--- config.mk ---
export PLATFORM = sky130hd
export DESIGN_NAME = ttl_univ_shift_n_flat
export DESIGN_NICKNAME = d
export VERILOG_FILES = /design/src/rtl/ttl_univ_shift_pkg.sv /design/src/rtl/ttl_univ_shift_if.sv /design/src/rtl/ttl_univ_shift_step.sv /design/src/rtl/ttl_univ_shift_n.sv /design/src/flat_wrapper.sv
export SDC_FILE = /design/constraint.sdc
export NUM_CORES = 1
export LEC_CHECK = 0
export CAP_MARGIN = 20
export CORE_AREA = 5 5 51 53
export DETAILED_ROUTE_END_ITERATION = 12
export DIE_AREA = 0 0 56 58
export PLACE_DENSITY = 0.8
export REMOVE_ABC_BUFFERS = 1
export SETUP_SLACK_MARGIN = 0.5
export SYNTH_ARGS = -nofsm -noshare
export SYNTH_HDL_FRONTEND = slang
export SYNTH_SLANG_ARGS = --single-unit
export TNS_END_PERCENT = 1
--- constraint.sdc ---
create_clock -name CP -period 2.2 [get_ports CP]
set_clock_uncertainty 0.2 [all_clocks]
set_input_delay 0.44 -clock CP [delete_from_list [all_inputs] [get_ports CP]]
set_output_delay 0.44 -clock CP [all_outputs]
set_load 0.02 [all_outputs]
--- src/rtl/ttl_univ_shift_pkg.sv ---
// Shared definitions for the universal shift register: mode encodings,
// burst-engine states and the shift-class predicate.
package ttl_univ_shift_pkg;

    localparam int unsigned MODE_W = 3;

    typedef enum logic [MODE_W-1:0] {
        MODE_HOLD = 3'b000,
        MODE_SR   = 3'b001,
        MODE_SL   = 3'b010,
        MODE_LOAD = 3'b011,
        MODE_ROR  = 3'b100,
        MODE_ROL  = 3'b101,
        MODE_SRX  = 3'b110,
        MODE_CLR  = 3'b111
    } mode_e;

    typedef enum logic {
        ST_IDLE = 1'b0,
        ST_RUN  = 1'b1
    } state_e;

    // True for modes that a burst may repeat (shifts and rotates).
    function automatic logic is_shift_mode(input mode_e m);
        case (m)
            MODE_SR, MODE_SL, MODE_ROR, MODE_ROL, MODE_SRX: return 1'b1;
            default:                                        return 1'b0;
        endcase
    endfunction

endpackage

--- src/rtl/ttl_univ_shift_if.sv ---
// Control/data bundle of the universal shift register.
interface ttl_univ_shift_if
    import ttl_univ_shift_pkg::*;
#(
    parameter int unsigned WIDTH = 4,
    parameter int unsigned CW    = 4
);
    logic              CE;
    logic [MODE_W-1:0] MODE;
    logic              DSR;
    logic              DSL;
    logic [WIDTH-1:0]  D;
    logic              START;
    logic [CW-1:0]     CNT;
    logic [WIDTH-1:0]  Q;
    logic              BUSY;
    logic              DONE;

    modport master (
        output CE, MODE, DSR, DSL, D, START, CNT,
        input  Q, BUSY, DONE
    );

    modport slave (
        input  CE, MODE, DSR, DSL, D, START, CNT,
        output Q, BUSY, DONE
    );
endinterface

--- src/rtl/ttl_univ_shift_step.sv ---
// One application of a mode to the register contents (purely combinational).
module ttl_univ_shift_step
    import ttl_univ_shift_pkg::*;
#(
    parameter int unsigned WIDTH = 4
) (
    input  logic [WIDTH-1:0] q,
    input  mode_e            mode,
    input  logic             dsr,
    input  logic             dsl,
    input  logic [WIDTH-1:0] d,
    output logic [WIDTH-1:0] q_next_c
);

    // Right moves Q[i] to Q[i+1]; left moves Q[i+1] to Q[i].
    always_comb begin
        q_next_c = q;
        case (mode)
            MODE_SR:   q_next_c = {q[WIDTH-2:0], dsr};
            MODE_SL:   q_next_c = {dsl, q[WIDTH-1:1]};
            MODE_LOAD: q_next_c = d;
            MODE_ROR:  q_next_c = {q[WIDTH-2:0], q[WIDTH-1]};
            MODE_ROL:  q_next_c = {q[0], q[WIDTH-1:1]};
            MODE_SRX:  q_next_c = {q[WIDTH-2:0], q[0]};
            MODE_CLR:  q_next_c = '0;
            default:   q_next_c = q;
        endcase
    end

endmodule

--- src/rtl/ttl_univ_shift_n.sv ---
// N-bit universal shift register with clock enable and counted burst engine.
module ttl_univ_shift_n
    import ttl_univ_shift_pkg::*;
#(
    parameter int unsigned WIDTH = 4,
    parameter int unsigned CW    = 4
) (
    input  logic            CP,
    input  logic            CR,
    ttl_univ_shift_if.slave bus
);

    logic [WIDTH-1:0] q_r, q_nxt, step_q_c;
    logic [CW-1:0]    rem_r, rem_nxt;
    mode_e            lat_mode_r, lat_mode_nxt;
    mode_e            in_mode, step_mode;
    state_e           state_r, state_nxt;
    logic             done_r, done_nxt;

    assign in_mode = mode_e'(bus.MODE);

    // A running burst repeats the latched mode; otherwise the live mode applies.
    always_comb begin
        step_mode = in_mode;
        if (state_r == ST_RUN) begin
            step_mode = lat_mode_r;
        end
    end

    ttl_univ_shift_step #(.WIDTH(WIDTH)) u_step (
        .q        (q_r),
        .mode     (step_mode),
        .dsr      (bus.DSR),
        .dsl      (bus.DSL),
        .d        (bus.D),
        .q_next_c (step_q_c)
    );

    // Next-state: direct operation, burst start and burst run.
    always_comb begin
        q_nxt        = q_r;
        rem_nxt      = rem_r;
        lat_mode_nxt = lat_mode_r;
        state_nxt    = state_r;
        done_nxt     = 1'b0;
        case (state_r)
            ST_IDLE: begin
                if (bus.CE) begin
                    if (bus.START && is_shift_mode(in_mode)) begin
                        // Start edge only arms the engine; no shift yet.
                        lat_mode_nxt = in_mode;
                        rem_nxt      = bus.CNT;
                        if (bus.CNT != CW'(0)) begin
                            state_nxt = ST_RUN;
                        end else begin
                            done_nxt = 1'b1;
                        end
                    end else begin
                        q_nxt = step_q_c;
                    end
                end
            end
            ST_RUN: begin
                if (bus.CE) begin
                    q_nxt   = step_q_c;
                    rem_nxt = rem_r - CW'(1);
                    if (rem_r == CW'(1)) begin
                        state_nxt = ST_IDLE;
                        done_nxt  = 1'b1;
                    end
                end
            end
            default: state_nxt = ST_IDLE;
        endcase
    end

    // State register with synchronous clear overriding everything.
    always_ff @(posedge CP) begin
        if (CR) begin
            q_r        <= '0;
            rem_r      <= '0;
            lat_mode_r <= MODE_HOLD;
            state_r    <= ST_IDLE;
            done_r     <= 1'b0;
        end else begin
            q_r        <= q_nxt;
            rem_r      <= rem_nxt;
            lat_mode_r <= lat_mode_nxt;
            state_r    <= state_nxt;
            done_r     <= done_nxt;
        end
    end

    assign bus.Q    = q_r;
    assign bus.BUSY = (state_r == ST_RUN);
    assign bus.DONE = done_r;

endmodule
--- src/flat_wrapper.sv ---
// flat-port wrapper written by rule: the top's interface ports become plain ports
module ttl_univ_shift_n_flat import ttl_univ_shift_pkg::*;
#(
    parameter int unsigned WIDTH = 4,
    parameter int unsigned CW    = 4
)
  (CP, CR, bus_CE, bus_MODE, bus_DSR, bus_DSL, bus_D, bus_START, bus_CNT, bus_Q, bus_BUSY, bus_DONE);
  ttl_univ_shift_if #(.WIDTH(WIDTH), .CW(CW)) bus_i ();
  input  logic CP;
  input  logic CR;
  input wire logic [$bits(bus_i.CE)-1:0] bus_CE;
  input wire logic [$bits(bus_i.MODE)-1:0] bus_MODE;
  input wire logic [$bits(bus_i.DSR)-1:0] bus_DSR;
  input wire logic [$bits(bus_i.DSL)-1:0] bus_DSL;
  input wire logic [$bits(bus_i.D)-1:0] bus_D;
  input wire logic [$bits(bus_i.START)-1:0] bus_START;
  input wire logic [$bits(bus_i.CNT)-1:0] bus_CNT;
  output wire logic [$bits(bus_i.Q)-1:0] bus_Q;
  output wire logic [$bits(bus_i.BUSY)-1:0] bus_BUSY;
  output wire logic [$bits(bus_i.DONE)-1:0] bus_DONE;
  assign bus_i.CE = bus_CE;
  assign bus_i.MODE = bus_MODE;
  assign bus_i.DSR = bus_DSR;
  assign bus_i.DSL = bus_DSL;
  assign bus_i.D = bus_D;
  assign bus_i.START = bus_START;
  assign bus_i.CNT = bus_CNT;
  assign bus_Q = bus_i.Q;
  assign bus_BUSY = bus_i.BUSY;
  assign bus_DONE = bus_i.DONE;
  ttl_univ_shift_n #(.WIDTH(WIDTH), .CW(CW)) u_core (.CP(CP), .CR(CR), .bus(bus_i));
endmodule
# Yosys cells after proc, flatten, opt, wreduce, memory -nomap -nowiden
# Index checks and enable logic that the tools add are counted.
# Widths: inputs -> output; s select.
word_totals:
  out_inout_bits: 6
  input_bits: 17
  regBits: 13
op_classes:
  bitwise: 1
  n_eq_ne: 17
  n_reduce_logical: 6
  addsub: 1
  n_mux: 25
op_table:
  columns: ["operator", "count"]
  rows:
  - ["$pmux 4 s7", 1]
  - ["$mux 4", 6]
  - ["$eq 3x3->1 const B", 7]
  - ["$pmux 4 s2", 2]
  - ["$mux 1", 13]
  - ["$eq 3x2->1 const B", 3]
  - ["$reduce_and 3->1", 3]
  - ["$eq 3x1->1 const B", 2]
  - ["$ne 2x2->1 const B", 3]
  - ["$reduce_or 5->1", 1]
  - ["$eq 4x1->1 const B", 1]
  - ["$pmux 1 s2", 2]
  - ["$reduce_bool 4->1", 1]
  - ["$sub 4x1->4 const B", 1]
  - ["$mux 3", 1]
  - ["$ne 2x1->1 const B", 1]
  - ["$logic_and 1x1->1", 1]
  - ["$not 1->1", 1]

# Logic depth before layout (Yosys ltp)
# Gate-level depths: netlist (run 1).
logic_depth:
  word_depth: 9
  ltp_mapped: 6
  mapped_depth_nobuf: 5

# Cells and area by module
# A second synthesis (run 1) with hierarchy kept.
unflattened:
  cells_unflattened: 111
  area_unflattened_um2: 948.4
by_module_without_submodules:
  columns: ["mod", "cells_each", "n_inst", "area_each_um2"]
  rows:
  - ["ttl_univ_shift_n", 73, 1, 690.7]
  - ["ttl_univ_shift_step", 38, 1, 257.7]

# Least setup slack after synthesis (run 1)
# OpenSTA, ideal clock, no wires.
synth_path:
  path_type: "register to register"
  startpoint: "reg u_core.state_r (netlist: u_core.bus.BUSY)"
  endpoint: "reg u_core.q_r[2] (netlist: u_core.bus.Q[2])"
  required_time_ns: 1.912
  path_slack_ns: 0.281
  t_arrival_ns: 1.631
  stages_incl_launch_ff: 7
  path_buffers: 2
  cell_sequence: "dfxtp_1 buf_6 mux2_4 buf_6 nand3b_4 and2_4 a311oi_2"
synth_between:
  elab_chain_len: 6
  word_cells_on_any_way: 18
  cone_classes: "eq/ne: 10; mux: 6; bitwise: 1; reduce/logical: 1"
synth_lines:
  columns: ["element", "line_no", "source"]
  rows:
  - ["from (decl)", "ttl_univ_shift_n.sv:17", "state_e state_r, state_nxt;"]
  - ["from (signal assigned)", "ttl_univ_shift_n.sv:89", "state_r <= state_nxt;"]
  - ["$mux 3", "ttl_univ_shift_n.sv:25", "if (state_r == ST_RUN) begin"]
  - ["$eq 3x3->1 (tied with other cells)", "ttl_univ_shift_step.sv:18", "case (mode)"]
  - ["$pmux 4 s7", "ttl_univ_shift_step.sv:18", null]
  - ["$mux 4", "ttl_univ_shift_n.sv:49", "if (bus.START && is_shift_mode(in_mode)) begin"]
  - ["$mux 4", "ttl_univ_shift_n.sv:48", "if (bus.CE) begin"]
  - ["$pmux 4 s2", "ttl_univ_shift_n.sv:46", "case (state_r)"]
  - ["to (signal assigned)", "ttl_univ_shift_n.sv:86", "q_r <= q_nxt;"]
  - ["to (decl)", "ttl_univ_shift_n.sv:13", "logic [WIDTH-1:0] q_r, q_nxt, step_q_c;"]
# Several ways; a longest one is shown, not always the timed one. The select of a mux whose other input is x is not followed.
# A chain may end at the register's enable or synchronous reset.

# Worst setup path in the final report (run 1)
layout_path:
  startpoint: "reg u_core.q_r[1] (netlist: u_core.bus.Q[1])"
  endpoint: "out bus_Q[1]"
layout_lines:
  columns: ["element", "line_no", "source"]
  rows:
  - ["to (decl)", "flat_wrapper.sv:18", "output wire logic [$bits(bus_i.Q)-1:0] bus_Q;"]
# No word-level cell between the ends.

==> results of run 1 <==
[metrics by stage]
stage          hold WS, ns  TNS, ns  worst slack (ns)  power (mW)  utilization, %
6_report             0.299        0             0.254       0.659            64.6
5_1_grt              0.345        0             0.200       0.702            64.6
4_1_cts              0.299        0             0.240       0.654            62.9
3_5_place_dp         0.288    -1.03            -0.139       0.499            60.5
3_3_place_gp         0.282   -0.606            -0.121       0.491            60.5
2_1_floorplan        0.257        0            0.0509       0.394               -
[report_power, final]
part	switching (mW)	leakage, nW	internal [mW]
clock	0.0787	0.0150	0.0703
combinational	0.116	0.419	0.124
sequential	0.0183	0.107	0.251
[cell type report]
| cell class | count | share of cell area, % |
|---|---|---|
| tap | 28 | 2.57 |
| timing repair buffer | 38 | 25.6 |
| inverter | 6 | 1.65 |
| sequential | 13 | 19.2 |
| multi-input combinational | 81 | 49.0 |
| clock buffer | 4 | 1.93 |
[flip-flops by register name, summed over array words and instances (netlist names)]
name,cells
u_core.bus.BUSY,1
u_core.bus.DONE,1
u_core.bus.Q,4
u_core.lat_mode_r,3
u_core.rem_r,4
[timing repair]
item / in CTS / in global routing
gates resized for setup: 13 / 9
gates cloned: 0 / 0
pin swaps: 3 / 3
setup endpoints to repair: 19 / 19
buffers inserted: 1 / 0
[routing by layer]
layer | up-vias | global-route usage (%) | share of wire, %
li1 | 479 | - | -
met1 | 447 | 19.7 | 43
met2 | 50 | 29.5 | 50
met3 | 4 | 4.45 | 6.4
met4 | 0 | 7.80 | 1.2
met5 | - | 0 | 0
[cells by family after synthesis]
kind of cell | share of synthesized area (%)
simple gates | 19.8
compound gates | 29.9
flops | 27.8
fa+ha+maj | 2.67
buf+inv | 5.61
mux | 14.3
[cells in the final DEF (no fill, tap or decap), drive strengths merged, types with 3 or more instances in the layout]
cell type / instances
dfxtp: 13
nor2: 7
and2: 3
a311oi: 3
nand3: 3
nor3: 4
inv: 6
mux2: 4
clkbuf: 4
clkdlybuf4s50: 14
o21ai: 10
dlygate4sd2: 6
mux2i: 6
buf: 16
a21oi: 8
nand2: 5
a32oi: 3
[worst register-to-register path: stages, from the launching register on]
cell and delay, ns:
dfxtp_2 0.46, mux2_4 0.40, mux2_1 0.33, o221ai_1 0.23, o32ai_2 0.12
[worst max path at each step]
stage	startpoint	slack (ns)	endpoint
2_1_floorplan	u_core.bus.BUSY	0.05	u_core.bus.Q[2]
3_3_place_gp	bus_CNT[1]	-0.12	u_core.bus.DONE
3_5_place_dp	bus_MODE[0]	-0.14	u_core.bus.Q[0]
4_1_cts	bus_MODE[2]	0.24	u_core.bus.Q[0]
5_1_grt	u_core.bus.Q[1]	0.20	bus_Q[1]
6_report	u_core.bus.Q[1]	0.25	bus_Q[1]
==> out/results.ini, run 1 <==
[sta]
hold_violations = 0
period_needed_ns = 1.95
max_slew.worst_pin.slew_ns = 0.424
fin_crit_sh_pct = 88.4
rsz0062_at_grt = true
fmax_ghz = 0.514
setup_violations = 0
slew_headroom_pct = 71.5
drv_slew = 0

[logic_synthesis]
synth_top_cell_by_area = dfxtp_1
ys.flop_type = dfxtp_1
yosys_warnings = 0
synthTopCellsByCount = dfxtp_1, o21ai_0, a21oi_1
netlist_top_cells_area = dfxtp_1, o21ai_0, mux2i_4
yosysSeqAreaShare_pct = 27.8
synthDistinctLibCells = 43
async_flop_share_pct = 0
yosysMostFrequentCell = dfxtp_1
synthCells = 104
synth_edf_count = 0
yosysTopAreaCellShare_pct = 27.8
postSynthAreaPerCell_um2 = 9.01
ys_ff_latch = 13
netlist_area_um2 = 937

[global_routing]
antenna_found_initial = 0
gr-total-overflow = 0
grt_max_degree = 14
grt_usage_pct = 17.0
grt_pass1_wl_um = 4400
grt_pass1_vias = 1021

[clock_network]
cts_buffers = 3
clock_latency_ns = 0.28
cts_root_buffer = clkbuf_4
clockBufferDepth = 2
h-tree-depth = 1
postCtsHoldBufs = 0
clkTransAtPathRegs_ns = 0.07
tritoncts = built
clock-sinks = 13

[final_layout]
drive_above_1_share_pct = 28.2
area_growth_pct = 45.3
stdcell_area_um2 = 1360
nets = 162
multi_input_area_um2 = 667
ff_latch_area_um2 = 262
fillers = 165
instances_no_fill = 170
antennaDiodeCount = 0

[setup_path]
slowest_stage = clkdlybuf4s50_1
path_class = flip-flop to primary output
reg2regPathDepth = 4
cpPeakStageDelay_ns = 0.64
cp.required_ns = 1.56
cp.depth = 1
worstPathCellList = clkdlybuf4s50_1
crit_family = buffers and inverters
end_kind = primary output
crit_fanout = 4
cp-start-kind = flip-flop
cp.buffers_inverters = 1
reg2reg_to = u_core.bus.Q[0]
arrival_ns = 1.31
r2r_setup_slack_ns = 0.35
r2r-start = u_core.bus.BUSY

[worst_hold_path]
hold_class = flip-flop to flip-flop
min_to = u_core.rem_r[3]
worstHoldStart = u_core.rem_r[3]
hold_depth = 2

[pwr]
p_per_area_nw_per_um2 = 484
leakage_nw = 0.541
ir_worst_vdd_v = 0.000287

[floorplanning]
die_h_um = 58
ioPinCount = 23
start_util_pct = 44.5
num_rows = 17
coreArea_um2 = 2110
dieArea_um2 = 3250
fp.dieW_um = 56

[detailed_routing]
vias = 980
post-route-drc-count = 0
first_pass_iters = 4
drt-wirelength-per-cell_um = 15.2
vias_per_cell = 5.76
wl_um = 2590
drt_iter0_markers = 36
antenna_left = 0

[placement]
dp_hpwl_um = 1950
dpl_cell_area_um2 = 1270
io_buffers = 22
place_inst = 165
gp_congestion = 0.820

[status]
run_status = finished clean

[flow_run]
maxCapViolCount = 0

No activity file was read; power rests on OpenSTA's default activity.
==> run 2, diff against run 1 <==
Settings changed: CELL_PAD_IN_SITES_DETAIL_PLACEMENT set to 1, CELL_PAD_IN_SITES_GLOBAL_PLACEMENT set to 1, CORE_AREA 5 5 51 53 to 5 5 58 60, DIE_AREA 0 0 56 58 to 0 0 63 65, PLACE_DENSITY 0.8 to 0.81.
==> run 2 against run 1 <==
Setup slack got worse by 0.00050 ns. Sequential share of layout area down 0.23 points. Clock-buffer cell count unchanged. Non-clock buffer count grew 1. Via count increased by 2.1%. Core utilization shrank 17 points. Sequential power is essentially flat. Register-to-register slack worse by 0.04 ns. Flip-flop and latch count unchanged.
==> out/results.ini, run 2 (synthesis results as in run 1) <==
[global_routing]
top_usage_layer = met2
grtUsageMet2_pct = 32.2
met3_usage_pct = 3.64
grt_pass1_vias = 1164
grt_max_degree = 14
grt_pass1_wl_um = 5430
antenna_found_initial = 0
met1_usage_pct = 17.8
gr-total-overflow = 0
grt_usage_pct = 16.4

[floorplanning]
start_util_pct = 32.6
die_h_um = 65
num_rows = 20
ioPinCount = 23
fp.dieW_um = 63
coreArea_um2 = 2880
dieArea_um2 = 4100

[pwr]
p_per_area_nw_per_um2 = 487
ir_worst_vdd_v = 0.000246
leakage_nw = 0.547

[placement]
place_inst = 171
dp_hpwl_um = 2460
io_buffers = 22
gp_congestion = 0.874

[status]
run_status = finished clean

[sta]
whs_ns = 0.323
slew_headroom_pct = 68.9
drv_slew = 0
setup_violations = 0
hold_violations = 0
fin_crit_sh_pct = 88.5
rsz0062_at_grt = true
fmax_ghz = 0.514
max_slew.worst_pin.slew_ns = 0.463
setup_tns_ns = 0
period_needed_ns = 1.95

[detailed_routing]
wl_um = 3190
drt-wirelength-per-cell_um = 18.1
antenna_left = 0
vias_per_cell = 5.69
drt_iter0_markers = 32
first_pass_iters = 4
post-route-drc-count = 0
vias = 1001

[clock_network]
postCtsHoldBufs = 0
cts_root_buffer = clkbuf_4
cts_buffers = 3
tritoncts = built
clkTransAtPathRegs_ns = 0.09
clockBufferDepth = 2
clock-sinks = 13
h-tree-depth = 1
clock_latency_ns = 0.27

[setup_path]
end_kind = primary output
r2r-start = u_core.bus.BUSY
reg2reg_to = u_core.bus.Q[3]
crit_fanout = 4
cp.buffers_inverters = 1
cp-start-kind = flip-flop
worstPathCellList = clkdlybuf4s50_1
r2r_setup_slack_ns = 0.31
slowest_stage = clkdlybuf4s50_1
arrival_ns = 1.31
crit_family = buffers and inverters
cpPeakStageDelay_ns = 0.63
path_class = flip-flop to primary output
reg2regPathDepth = 5
cp.required_ns = 1.56

[final_layout]
area_growth_pct = 47.0
final_common_cell = buf_4
antennaDiodeCount = 0
post-route-util_pct = 47.9
final_cell_mix = buf_4, dfxtp_1, clkdlybuf4s50_1
nets = 163
instances_no_fill = 176
drive_above_1_share_pct = 28.7

[worst_hold_path]
min_to = u_core.rem_r[1]
hold_class = flip-flop to flip-flop
worstHoldStart = u_core.rem_r[1]
hold_depth = 2

[flow_run]
maxCapViolCount = 0

[run 2: worst max path at each step]
stage | from | endpoint | slack [ns] | cells past startpoint
after floorplan | u_core.bus.BUSY | u_core.bus.Q[2] | 0.05 | 4
after global placement | bus_CNT[1] | u_core.bus.DONE | -0.18 | 4
after detailed placement | bus_CNT[1] | u_core.bus.DONE | -0.29 | 4
after CTS | u_core.bus.Q[0] | bus_Q[0] | 0.24 | 1
after global routing | u_core.bus.Q[2] | bus_Q[2] | 0.21 | 1
final | u_core.bus.Q[2] | bus_Q[2] | 0.25 | 1
[run 2: report_power, final]
group          internal [mW]  switching, mW  leakage, nW
clock network         0.0701         0.0802       0.0150
logic                  0.124          0.124        0.425
registers              0.251         0.0201        0.107
total                  0.446          0.225        0.547
[run 2: per-stage QoR]
| stage | power, mW | setup slack, ns | cell area, um^2 |
|---|---|---|---|
| floorplan | 0.394 | 0.0509 | 907 |
| global placement | 0.497 | -0.181 | 1290 |
| detailed placement | 0.511 | -0.290 | 1290 |
| CTS | 0.674 | 0.236 | 1370 |
| global route | 0.717 | 0.207 | 1380 |
| finish | 0.670 | 0.254 | 1380 |
[run 2: metal layers]
layer / up-vias / routed length [um]
li1: 479 / -
met1: 497 / 1320
met2: 23 / 1730
met3: 2 / 121
met4: 0 / 22
met5: - / 0
[run 2: repair_timing]
action                     CTS  global route
setup endpoints to repair   19            19
gates cloned                 0             0
pin swaps                    4             0
resized for setup           20             2
setup buffers                1             0
[run 2: layout make-up]
class	instances	area (um^2)
clock buffers	4	26.3
fillers	338	1500
inverters	6	22.5
multi-input cells	81	676
flip-flops and latches	13	262
well taps	33	41.3
repair buffers	39	350
